<file path="src/rtl/mem_wb_stage_reg.sv">
// MEM/WB pipeline register with writeback data formatting.
// Holds WB control and data, drives the register-file write port.
module mem_wb_stage_reg #(
  parameter int CNT_W          = 16,
  parameter bit ZERO_REG_GUARD = 1'b1
) (
  input  logic             clk,
  input  logic             rst,
  input  logic             in_valid,
  input  logic             in_stall,
  input  logic             in_flush,
  input  logic             in_Reg_Write_Ctrl,
  input  logic             in_Byte_Word,
  input  logic             in_Mem_Or_Reg,
  input  logic             in_Signed_Load,
  input  logic [31:0]      in_Alu_Result,
  input  logic [31:0]      in_Mem_Data,
  input  logic [4:0]       in_Dest_Reg,
  output logic             out_valid,
  output logic             out_Reg_Write_En,
  output logic [4:0]       out_Write_Reg,
  output logic [31:0]      out_Write_Data,
  output logic             out_Misaligned,
  output logic [CNT_W-1:0] out_Retire_Count
);

  logic             valid_q;
  logic             rw_q;
  logic             bw_q;
  logic             mor_q;
  logic             sgn_q;
  logic [31:0]      alu_q;
  logic [31:0]      mem_q;
  logic [4:0]       dest_q;
  logic [CNT_W-1:0] cnt_q;

  always_ff @(posedge clk or posedge rst) begin
    if (rst) begin
      valid_q <= 1'b0;
      rw_q    <= 1'b0;
      bw_q    <= 1'b0;
      mor_q   <= 1'b0;
      sgn_q   <= 1'b0;
      alu_q   <= '0;
      mem_q   <= '0;
      dest_q  <= '0;
      cnt_q   <= '0;
    end else if (in_flush) begin
      valid_q <= 1'b0;
      rw_q    <= 1'b0;
      bw_q    <= 1'b0;
      mor_q   <= 1'b0;
      sgn_q   <= 1'b0;
      alu_q   <= '0;
      mem_q   <= '0;
      dest_q  <= '0;
    end else if (!in_stall) begin
      valid_q <= in_valid;
      rw_q    <= in_Reg_Write_Ctrl;
      bw_q    <= in_Byte_Word;
      mor_q   <= in_Mem_Or_Reg;
      sgn_q   <= in_Signed_Load;
      alu_q   <= in_Alu_Result;
      mem_q   <= in_Mem_Data;
      dest_q  <= in_Dest_Reg;
      if (in_valid)
        cnt_q <= cnt_q + 1'b1;
    end
  end

  logic [7:0]  byte_sel;
  logic [31:0] byte_ext;
  logic [31:0] wdata;
  logic        zero_dest;

  // Little-endian byte lane picked by the low address bits
  always_comb begin
    byte_sel = mem_q[7:0];
    case (alu_q[1:0])
      2'd0: byte_sel = mem_q[7:0];
      2'd1: byte_sel = mem_q[15:8];
      2'd2: byte_sel = mem_q[23:16];
      2'd3: byte_sel = mem_q[31:24];
      default: byte_sel = mem_q[7:0];
    endcase
    if (sgn_q)
      byte_ext = {{24{byte_sel[7]}}, byte_sel};
    else
      byte_ext = {24'b0, byte_sel};
  end

  always_comb begin
    wdata = alu_q;
    unique case (1'b1)
      !mor_q:         wdata = alu_q;
      mor_q && !bw_q: wdata = mem_q;
      default:        wdata = byte_ext;
    endcase
  end

  assign zero_dest = ZERO_REG_GUARD && (dest_q == 5'd0);

  assign out_valid        = valid_q;
  assign out_Reg_Write_En = valid_q & rw_q & ~zero_dest;
  assign out_Write_Reg    = dest_q;
  assign out_Write_Data   = wdata;
  assign out_Misaligned   = valid_q & mor_q & ~bw_q
                          & (alu_q[1:0] != 2'b00);
  assign out_Retire_Count = cnt_q;

endmodule

</file>
<file path="config.mk">
export PLATFORM = sky130hd
export DESIGN_NAME = mem_wb_stage_reg
export DESIGN_NICKNAME = d
export VERILOG_FILES = /design/src/rtl/mem_wb_stage_reg.sv
export SDC_FILE = /design/constraint.sdc
export NUM_CORES = 1
export LEC_CHECK = 0
export ABC_AREA = 1
export CAP_MARGIN = 20
export CORE_AREA = 10 10 99 122
export CTS_CLUSTER_DIAMETER = 100
export DETAILED_ROUTE_END_ITERATION = 7
export DIE_AREA = 0 0 109 132
export PLACE_DENSITY = 0.79
export SETUP_SLACK_MARGIN = 0.5
export SLEW_MARGIN = 10
export SYNTH_ARGS = -nofsm -noshare
export SYNTH_HDL_FRONTEND = slang
export SYNTH_SLANG_ARGS = --single-unit
export TNS_END_PERCENT = 20
</file>
<file path="constraint.sdc">
create_clock -name clk -period 3.5 [get_ports clk]
set_input_delay 0.35 -clock clk [delete_from_list [all_inputs] [get_ports clk]]
set_output_delay 0.35 -clock clk [all_outputs]
set_load 0.1 [all_outputs]
</file>
======== Word-level counts from Yosys, hierarchy flattened ========
Index checks and enable logic that the tools add are counted.
cells by class
  bitwise logic cells ..................... 9
  reduce and logical (&&, ||, !) cells .... 7
  muxes and demuxes ....................... 19
  eq/ne operators ......................... 4
  add/sub/neg operators ................... 1
operator list
  kind                                                              number
  32-bit two-way mux                                                5
  32-bit one-hot mux with 2 select lines                            1
  8-bit one-hot mux with 4 select lines                             1
  16-bit by 1-bit adder with 16-bit output (second input constant)  1
  1-bit two-way mux                                                 10
  5-bit two-way mux                                                 2
  1-bit AND                                                         5
  5-bit zero test                                                   1
  2-bit == test (second input constant)                             2
  1-bit NOT                                                         4
  3-bit AND reduction                                               1
  2-bit by 1-bit == test with 1-bit output (second input constant)  1
  1-bit zero test                                                   2
  2-bit zero test                                                   1
  2-bit by 1-bit != test with 1-bit output (second input constant)  1
  2-bit nonzero test                                                1
  1-bit logical AND                                                 1
storage, ports and cells
  input bits .............................. 78
  bits in registers ....................... 90
  logic and storage cells ................. 49

======== Logic depth before layout (Yosys ltp) ========
Gate-level depths: netlist of run 1.
  depth in word-level cells ............... 4
  mapped depth ............................ 9
  gate-level depth less buffers ........... 8

======== Least setup slack after synthesis of run 1 ========
OpenSTA, ideal clock, no wires.
  kind .................................... flip-flop to output port
  from .................................... register valid_q, in the netlist out_valid
  to ...................................... output port out_Misaligned
  path slack .............................. -0.794 ns
  cell stages (with the launch flop) ...... 3
  arrival ................................. 3.944 ns
  path through ............................ dfrtp_1 > inv_1 > nor4_1
on the way
  word-level cells in the longest chain between the ends .. 3
RTL lines
  element                   line  text
  start: declaration        27    logic valid_q;
  start signal: assignment  58    valid_q <= in_valid;
  1-bit AND (2 in a row)    107   assign out_Misaligned = valid_q & mor_q & ~bw_q
  1-bit AND                 108   & (alu_q[1:0] != 2'b00);
  end: declaration          23    output logic out_Misaligned,
No other way between the ends.

======== Worst setup path in the final report of run 1 ========
  from .................................... register alu_q[0]
  to ...................................... output port out_Write_Data[19]
on the way
  word-level cells in the longest chain between the ends .. 4
  elaborated cells between the ends (all ways) .. 7
  classes of those cells .................. eq/ne (3); mux (3); reduce/logical (1)
RTL lines
  element                                      line  text
  start: declaration                           32    logic [31:0] alu_q;
  start signal: assignment                     63    alu_q <= in_Alu_Result;
  2-bit == test, or another cell as far along  79    case (alu_q[1:0])
  8-bit one-hot mux with 4 select lines *      79
  32-bit two-way mux *                         86    if (sgn_q)
  32-bit one-hot mux with 2 select lines *     94    unique case (1'b1)
  end: declaration                             22    output logic [31:0] out_Write_Data,
Mark *: on every way between the ends. The rest lies on a longest branch, timed or not.

==> impl_metrics.yaml, run 1 <==
outcome:
  status: "complete, no violations"
timing:
  slew_viol_final: 0
  holdWs_ns: 0.406
  finalCritPeriodShare_pct: 77.1
  tightest_slew_ns: 1.01
  finClkSkew_ns: 0.00415
  setup_viol: 0
  relSlewSlack_pct: 32.7
  fmax_mhz: 370
  hold_viol_final: 0
  rsz0062_at_grt: "false"
  timing.final.ws_setup_ns: 0.800
  post-route-min-period_ns: 2.70
  fin_tns_setup_ns: 0
pwr:
  power_mw: 3.03
  power_frac_seq_pct: 39.2
  power.switching_mw: 1.13
  leakage_nw: 3.14
  p_int_mw: 1.91
  clkPwrFrac_pct: 29.3
  p_sw_share_pct: 37.1
  ir_worst_vdd_mv: 0.330
  power.density_nw_per_um2: 469
  combPwrFrac_pct: 31.5
drt:
  drtAntennaViolNets: 0
  wl_met3_microns: 1160
  wl_per_cell_microns: 17.2
  totalWireLength_microns: 14300
  top_layer_used: "met4"
  first_pass_iters: 5
  dr_wl_met2_microns: 7130
  route.detailed.drc: 0
  viasPerCell: 5.21
  via_count: 4326
  m1WireLength_microns: 5710
  drtIter0Drc: 246
clock_tree:
  clockRootBuffer: "clkbuf_16"
  clock_sinks: 90
  clkSlewWorstSetupHoldPaths_ns: 0.06
  clk_latency_ns: 0.34
  ctsHtreeMaxLevel: 3
  cts_buffers: 9
  cts_hold_buf: 0
  clock_path_buffers: 2
  post_cts_buffers: 0
  cts_resized: 0
  cts_tree: "done"
layout:
  drive_above_1_share_pct: 12.4
  syn_to_final_growth_pct: 42.0
  fillers: 804
  diodes: 0
  fin_nets: 779
floorplanning:
  die-area_sq_um: 14400
  io_pins: 134
  die_w_microns: 109
  rows: 40
  die_h_microns: 132
  core_area_sq_um: 9660
  start_util_pct: 47.1
min_path:
  hold_path_class: "input port to async pin"
worst_setup_path:
  cpMaxStageDelayCell: "dfrtp_1"
  rrSetupSlack_ns: 2.06
  arrival_ns: 2.35
  crit_chain: "nand2_1, o211ai_2, nand3_4, nand3_1, buf_12"
  worst_setup_path_start_kind: "register"
  worstSetupEndpointType: "output pin"
  worst_r2r_endpoint: "out_Retire_Count[10]$_DFFE_PP0P_"
  reg2reg_from: "out_Retire_Count[1]$_DFFE_PP0P_"
  crit_fanout: 24
  worstPathRequired_ns: 3.15
  startpoint: "alu_q[0]$_DFFE_PP0P_"
  crit_type: "register to output pin"
  reg2reg_depth: 8
  crit_end: "out_Write_Data[19]"
  max_stage_delay_ns: 0.54
logic_synthesis:
  seq_area_frac_synth_pct: 49.5
  synth_cell_type_count: 29
  syn_area_sq_um: 4550
  syn_avg_cell_area_sq_um: 7.86
  ys_warn_count: 0
  synth_fp_nets: 658
  synth-seq-cells: 90
  syn_inst: 579
placed_design:
  dp_hpwl_microns: 10700
  port_buffers: 133
  place_congestion: 0.870
  dp_slack_ns: 1.15
global_routing:
  grt_first_pass_wirelength_microns: 23000
  antenna_found_initial: 0
  grt_max_degree: 49
  grt_pass1_vias: 4382
  grt_overflow: 0
  grt_usage_pct: 19.9
flow_run:
  cap_violations: 0
==> Yosys cell counts <==
cell / count / share of area (%)
clkbuf_1: 14 / 1.2
o211ai_1: 13 / 2.1
o22ai_1: 2 / 0.27
nand2_2: 2 / 0.27
nor2_2: 3 / 0.41
a21oi_2: 1 / 0.19
o211ai_2: 1 / 0.27
nor2_4: 3 / 0.74
buf_2: 11 / 1.2
ha_1: 1 / 0.27
nor2_1: 21 / 1.7
o21ai_1: 1 / 0.11
dfrtp_1: 90 / 49
nor3b_1: 1 / 0.16
nand3_1: 53 / 5.8
nand3b_1: 1 / 0.16
nand3_2: 20 / 4.4
o21ai_0: 35 / 3.8
inv_1: 48 / 4.0
nor4_1: 1 / 0.14
nand2_1: 236 / 19
buf_4: 2 / 0.33
inv_2: 2 / 0.16
nand3_4: 1 / 0.38
buf_6: 2 / 0.49
nand4_1: 2 / 0.27
xnor2_1: 2 / 0.38
xor2_1: 8 / 1.5
a21oi_1: 2 / 0.22
==> registers in the layout (all words and copies together) (netlist names) <==
name	cells
alu_q	32
mem_q	32
out_Retire_Count	16
out_Write_Reg	5
bw_q	1
mor_q	1
out_valid	1
rw_q	1
sgn_q	1
==> critical path, delay by kind of cell, from the launching register on <==
kind                   cells  cell delay [ns]
and+or+nand+nor            3             0.96
DFF                        1             0.54
AOI/OAI and AO/OA          1             0.29
buffers and inverters      1             0.20
==> area by class of cell <==
type | instances | area [sq um] | area share [%]
Clock buffer | 13 | 250 | 3.87
Timing Repair Buffer | 139 | 1610 | 25.0
Tap cell | 126 | 158 | 2.44
Sequential cell | 90 | 2250 | 34.8
Clock inverter | 2 | 13.8 | 0.213
Inverter | 50 | 190 | 2.94
Multi-Input combinational cell | 410 | 1990 | 30.7
==> logic make-up (layout without fill, tap and decap cells) <==
logic type / after synthesis / count (layout) / synth area share, %
flip-flops: 90 / 90 / 49.5
AND/OR/NAND/NOR: 344 / 344 / 34.0
XOR/XNOR: 10 / 10 / 1.92
adder cells (fa/ha/maj): 1 / 1 / 0.275
AO/OA/AOI/OAI: 55 / 55 / 7.06
buffers and inverters: 79 / 204 / 7.31
==> power groups by stage <==
| stage | Clock (mW) | Sequential [mW] | Combinational [mW] |
|---|---|---|---|
| detailed placement | 0 | 1.21 | 0.960 |
| global placement | 0 | 1.20 | 0.951 |
| floorplan | 0 | 1.41 | 0.408 |
| global route | 0.929 | 1.20 | 1.01 |
| CTS | 0.893 | 1.19 | 0.962 |
| finish | 0.888 | 1.19 | 0.955 |
==> layout by cell type (no fill, tap or decap), types with 2 or more instances in the layout <==
cell / count
nand2_1: 236
clkdlybuf4s50_1: 99
dfrtp_1: 90
nand3_1: 53
inv_1: 47
o21ai_0: 35
buf_12: 26
nor2_1: 21
nand3_2: 20
o211ai_1: 13
buf_4: 13
clkbuf_16: 9
xor2_1: 8
nor2_4: 4
clkbuf_1: 3
inv_2: 2
nand2_2: 2
xnor2_1: 2
nor2_2: 2
a21oi_1: 2
nand4_1: 2
o22ai_1: 2
==> routing by layer <==
layer	GRT usage (%)	up-vias
li1	-	2075
met1	23.4	2092
met2	33.2	140
met3	5.58	19
met4	6.98	0
met5	0	-
==> worst min path at each step <==
stage | startpoint | endpoint
floorplan | in_Alu_Result[10] | alu_q[10]$_DFFE_PP0P_
global placement | alu_q[3]$_DFFE_PP0P_ | alu_q[3]$_DFFE_PP0P_
detailed placement | alu_q[16]$_DFFE_PP0P_ | alu_q[16]$_DFFE_PP0P_
CTS | rst | alu_q[14]$_DFFE_PP0P_
global route | rst | alu_q[14]$_DFFE_PP0P_
finish | rst | alu_q[14]$_DFFE_PP0P_
==> through the flow <==
step	cell area (sq um)	instances	util, %
6_report	6470	830	66.9
5_1_grt	6470	830	66.9
4_1_cts	6470	830	66.9
3_5_place_dp	6200	815	64.2
3_3_place_gp	6200	815	64.2
2_1_floorplan	4570	579	-
No activity file was read; power rests on OpenSTA's default activity.
==> inputs of run 2 (changes only) <==
CORE_AREA = 10 10 104 129   (was 10 10 99 122)
DIE_AREA = 0 0 114 139   (was 0 0 109 132)
PLACE_DENSITY = 0.75   (was 0.79)
clock period = 2.3 ns   (was 3.5 ns; I/O delays follow)
==> run 2 against run 1 <==
  * Clock power grew 61%
  * Combinational power up 57%
  * Sequential cell count did not move
  * First-iteration DRC count increased by 18%
  * Critical path depth rose by 2
  * Largest power group unchanged
  * Setup slack got worse by 0.55 ns
  * Worst hold slack worse by 0.086 ns
  * Highest routed layer unchanged
  * Critical path type unchanged
  * Routed wire length up 4.6%
  * Die area rose by 10%
==> impl_metrics.yaml, run 2 (synthesis results as in run 1) <==
outcome:
  status: "complete, no violations"
timing:
  holdWs_ns: 0.320
  rsz0062_at_grt: "true"
  relSlewSlack_pct: 65.5
  tightest_slew_ns: 0.517
  finClkSkew_ns: 0.00312
  hold_viol_final: 0
  fmax_mhz: 488
  slew_viol_final: 0
  fin_tns_setup_ns: 0
  post-route-min-period_ns: 2.05
  finalCritPeriodShare_pct: 89.0
  setup_viol: 0
drt:
  totalWireLength_microns: 14900
  drtAntennaViolNets: 0
  route.detailed.drc: 0
  drtIter0Drc: 291
  wl_per_cell_microns: 17.4
  viasPerCell: 5.08
  via_count: 4351
  first_pass_iters: 4
pwr:
  leakage_nw: 3.31
  ir_worst_vdd_mv: 0.638
  power.density_nw_per_um2: 698
floorplanning:
  io_pins: 134
  die-area_sq_um: 15800
  die_w_microns: 114
  start_util_pct: 41.5
  die_h_microns: 139
  rows: 43
  core_area_sq_um: 11000
worst_setup_path:
  worst_setup_path_start_kind: "register"
  crit_fanout: 11
  crit_chain: "buf_4, nand2_2, o211ai_4, nand3_4, buf_12, nand3_2, buf_12"
  max_stage_delay_ns: 0.41
  crit_top_cell: "buf_12"
  crit_type: "register to output pin"
  worstPathRequired_ns: 2.07
  crit_buf_inv: 3
  arrival_ns: 1.82
  cp_top_family: "buffers and inverters"
  cpMaxStageDelayCell: "dfrtp_2"
  worstSetupEndpointType: "output pin"
clock_tree:
  clkSlewWorstSetupHoldPaths_ns: 0.06
  clk_latency_ns: 0.34
  cts_tree: "done"
  clockRootBuffer: "clkbuf_16"
  clock_path_buffers: 2
  clock_sinks: 90
  cts_buffers: 9
  cts_hold_buf: 0
  ctsHtreeMaxLevel: 3
min_path:
  hold_path_class: "input port to register"
layout:
  most-common-layout-cells: "nand2_1, dfrtp_1, clkdlybuf4s50_1"
  final_common_cell: "nand2_1"
  ff_latch_area_sq_um: 2260
  fillers: 963
  multi_input_area_sq_um: 2070
  syn_to_final_growth_pct: 49.1
  fin_nets: 795
  diodes: 0
  fin_cells: 856
  drive_above_1_share_pct: 19.6
global_routing:
  grt_usage_pct: 19.3
  grt_first_pass_wirelength_microns: 24900
  grt_pass1_vias: 4654
  grt_max_degree: 91
  grt_overflow: 0
  antenna_found_initial: 0
placed_design:
  port_buffers: 133
  place_inst: 828
  place_congestion: 0.889
  dp_hpwl_microns: 10800
flow_run:
  cap_violations: 0
run 2: cell count changes in the layout (fill, tap and decap cells not counted), moves of 4 or more:
cell | previous run | this run
buf_12 | 26 | 35
nand3_1 | 53 | 49
nand3_2 | 20 | 24
dfrtp_2 | 0 | 4
buf_4 | 13 | 35
dfrtp_1 | 90 | 86
clkdlybuf4s50_1 | 99 | 76
buf_6 | 0 | 7
run 2: per-stage QoR:
| stage | setup WS (ns) | power (mW) | instance area [sq um] | util [%] |
|---|---|---|---|---|
| after floorplan | -0.175 | 2.77 | 4590 | - |
| after global placement | 0.337 | 3.29 | 6300 | 57.4 |
| after detailed placement | 0.239 | 3.30 | 6300 | 57.4 |
| after global routing | 0.183 | 4.94 | 6790 | 61.9 |
| after CTS | 0.269 | 4.77 | 6790 | 61.8 |
| final | 0.253 | 4.74 | 6790 | 61.9 |
run 2: report_power, final:
part / internal, mW / switching [mW]
sequential: 1.70 / 0.107
combinational: 0.471 / 1.03
clock: 0.839 / 0.596
run 2: area by class of cell:
type | count | area share (%)
inverters | 50 | 2.86
well taps | 135 | 2.49
repair buffers | 154 | 26.6
clock buffers | 11 | 3.43
clock inverters | 5 | 0.811
flip-flops and latches | 90 | 33.2
multi-input cells | 411 | 30.5
run 2: worst paths after layout:
| check | slack, ns | cells past startpoint | from | endpoint |
|---|---|---|---|---|
| worst max-delay path | 0.25 | 7 | alu_q[0]$_DFFE_PP0P_ | out_Write_Data[18] |
| worst min-delay path | 0.32 | 6 | in_stall | out_Retire_Count[1]$_DFFE_PP0P_ |
| worst max register to register | 0.90 | 8 | out_Retire_Count[1]$_DFFE_PP0P_ | out_Retire_Count[10]$_DFFE_PP0P_ |
| worst min register to register | 0.51 | 2 | alu_q[27]$_DFFE_PP0P_ | alu_q[27]$_DFFE_PP0P_ |
| max in group asynchronous | 1.54 | 3 | rst | mor_q$_DFFE_PP0P_ |
| min in group asynchronous | 0.36 | 3 | rst | alu_q[17]$_DFFE_PP0P_ |
run 2: layer usage:
metal	up-vias	share of wire, %	GRT usage [%]
li1	2113	-	-
met3	20	6.7	4.85
met1	2067	41	23.7
met5	-	0	0
met4	0	1.9	5.68
met2	151	51	32.3
run 2: what timing repair did:
action / CTS / global route
endpoints found under the setup margin: 33 / 33
pin swaps: 10 / 2
setup buffers: 11 / 0
gates cloned: 1 / 0
resized for setup: 26 / 1
run 2: tightest hold or removal path, stage by stage:
cell and delay [ns]:
buf_2 0.12, inv_1 0.05, nand2_2 0.08, nor2_4 0.05, nand2_1 0.05, nand2_1 0.04
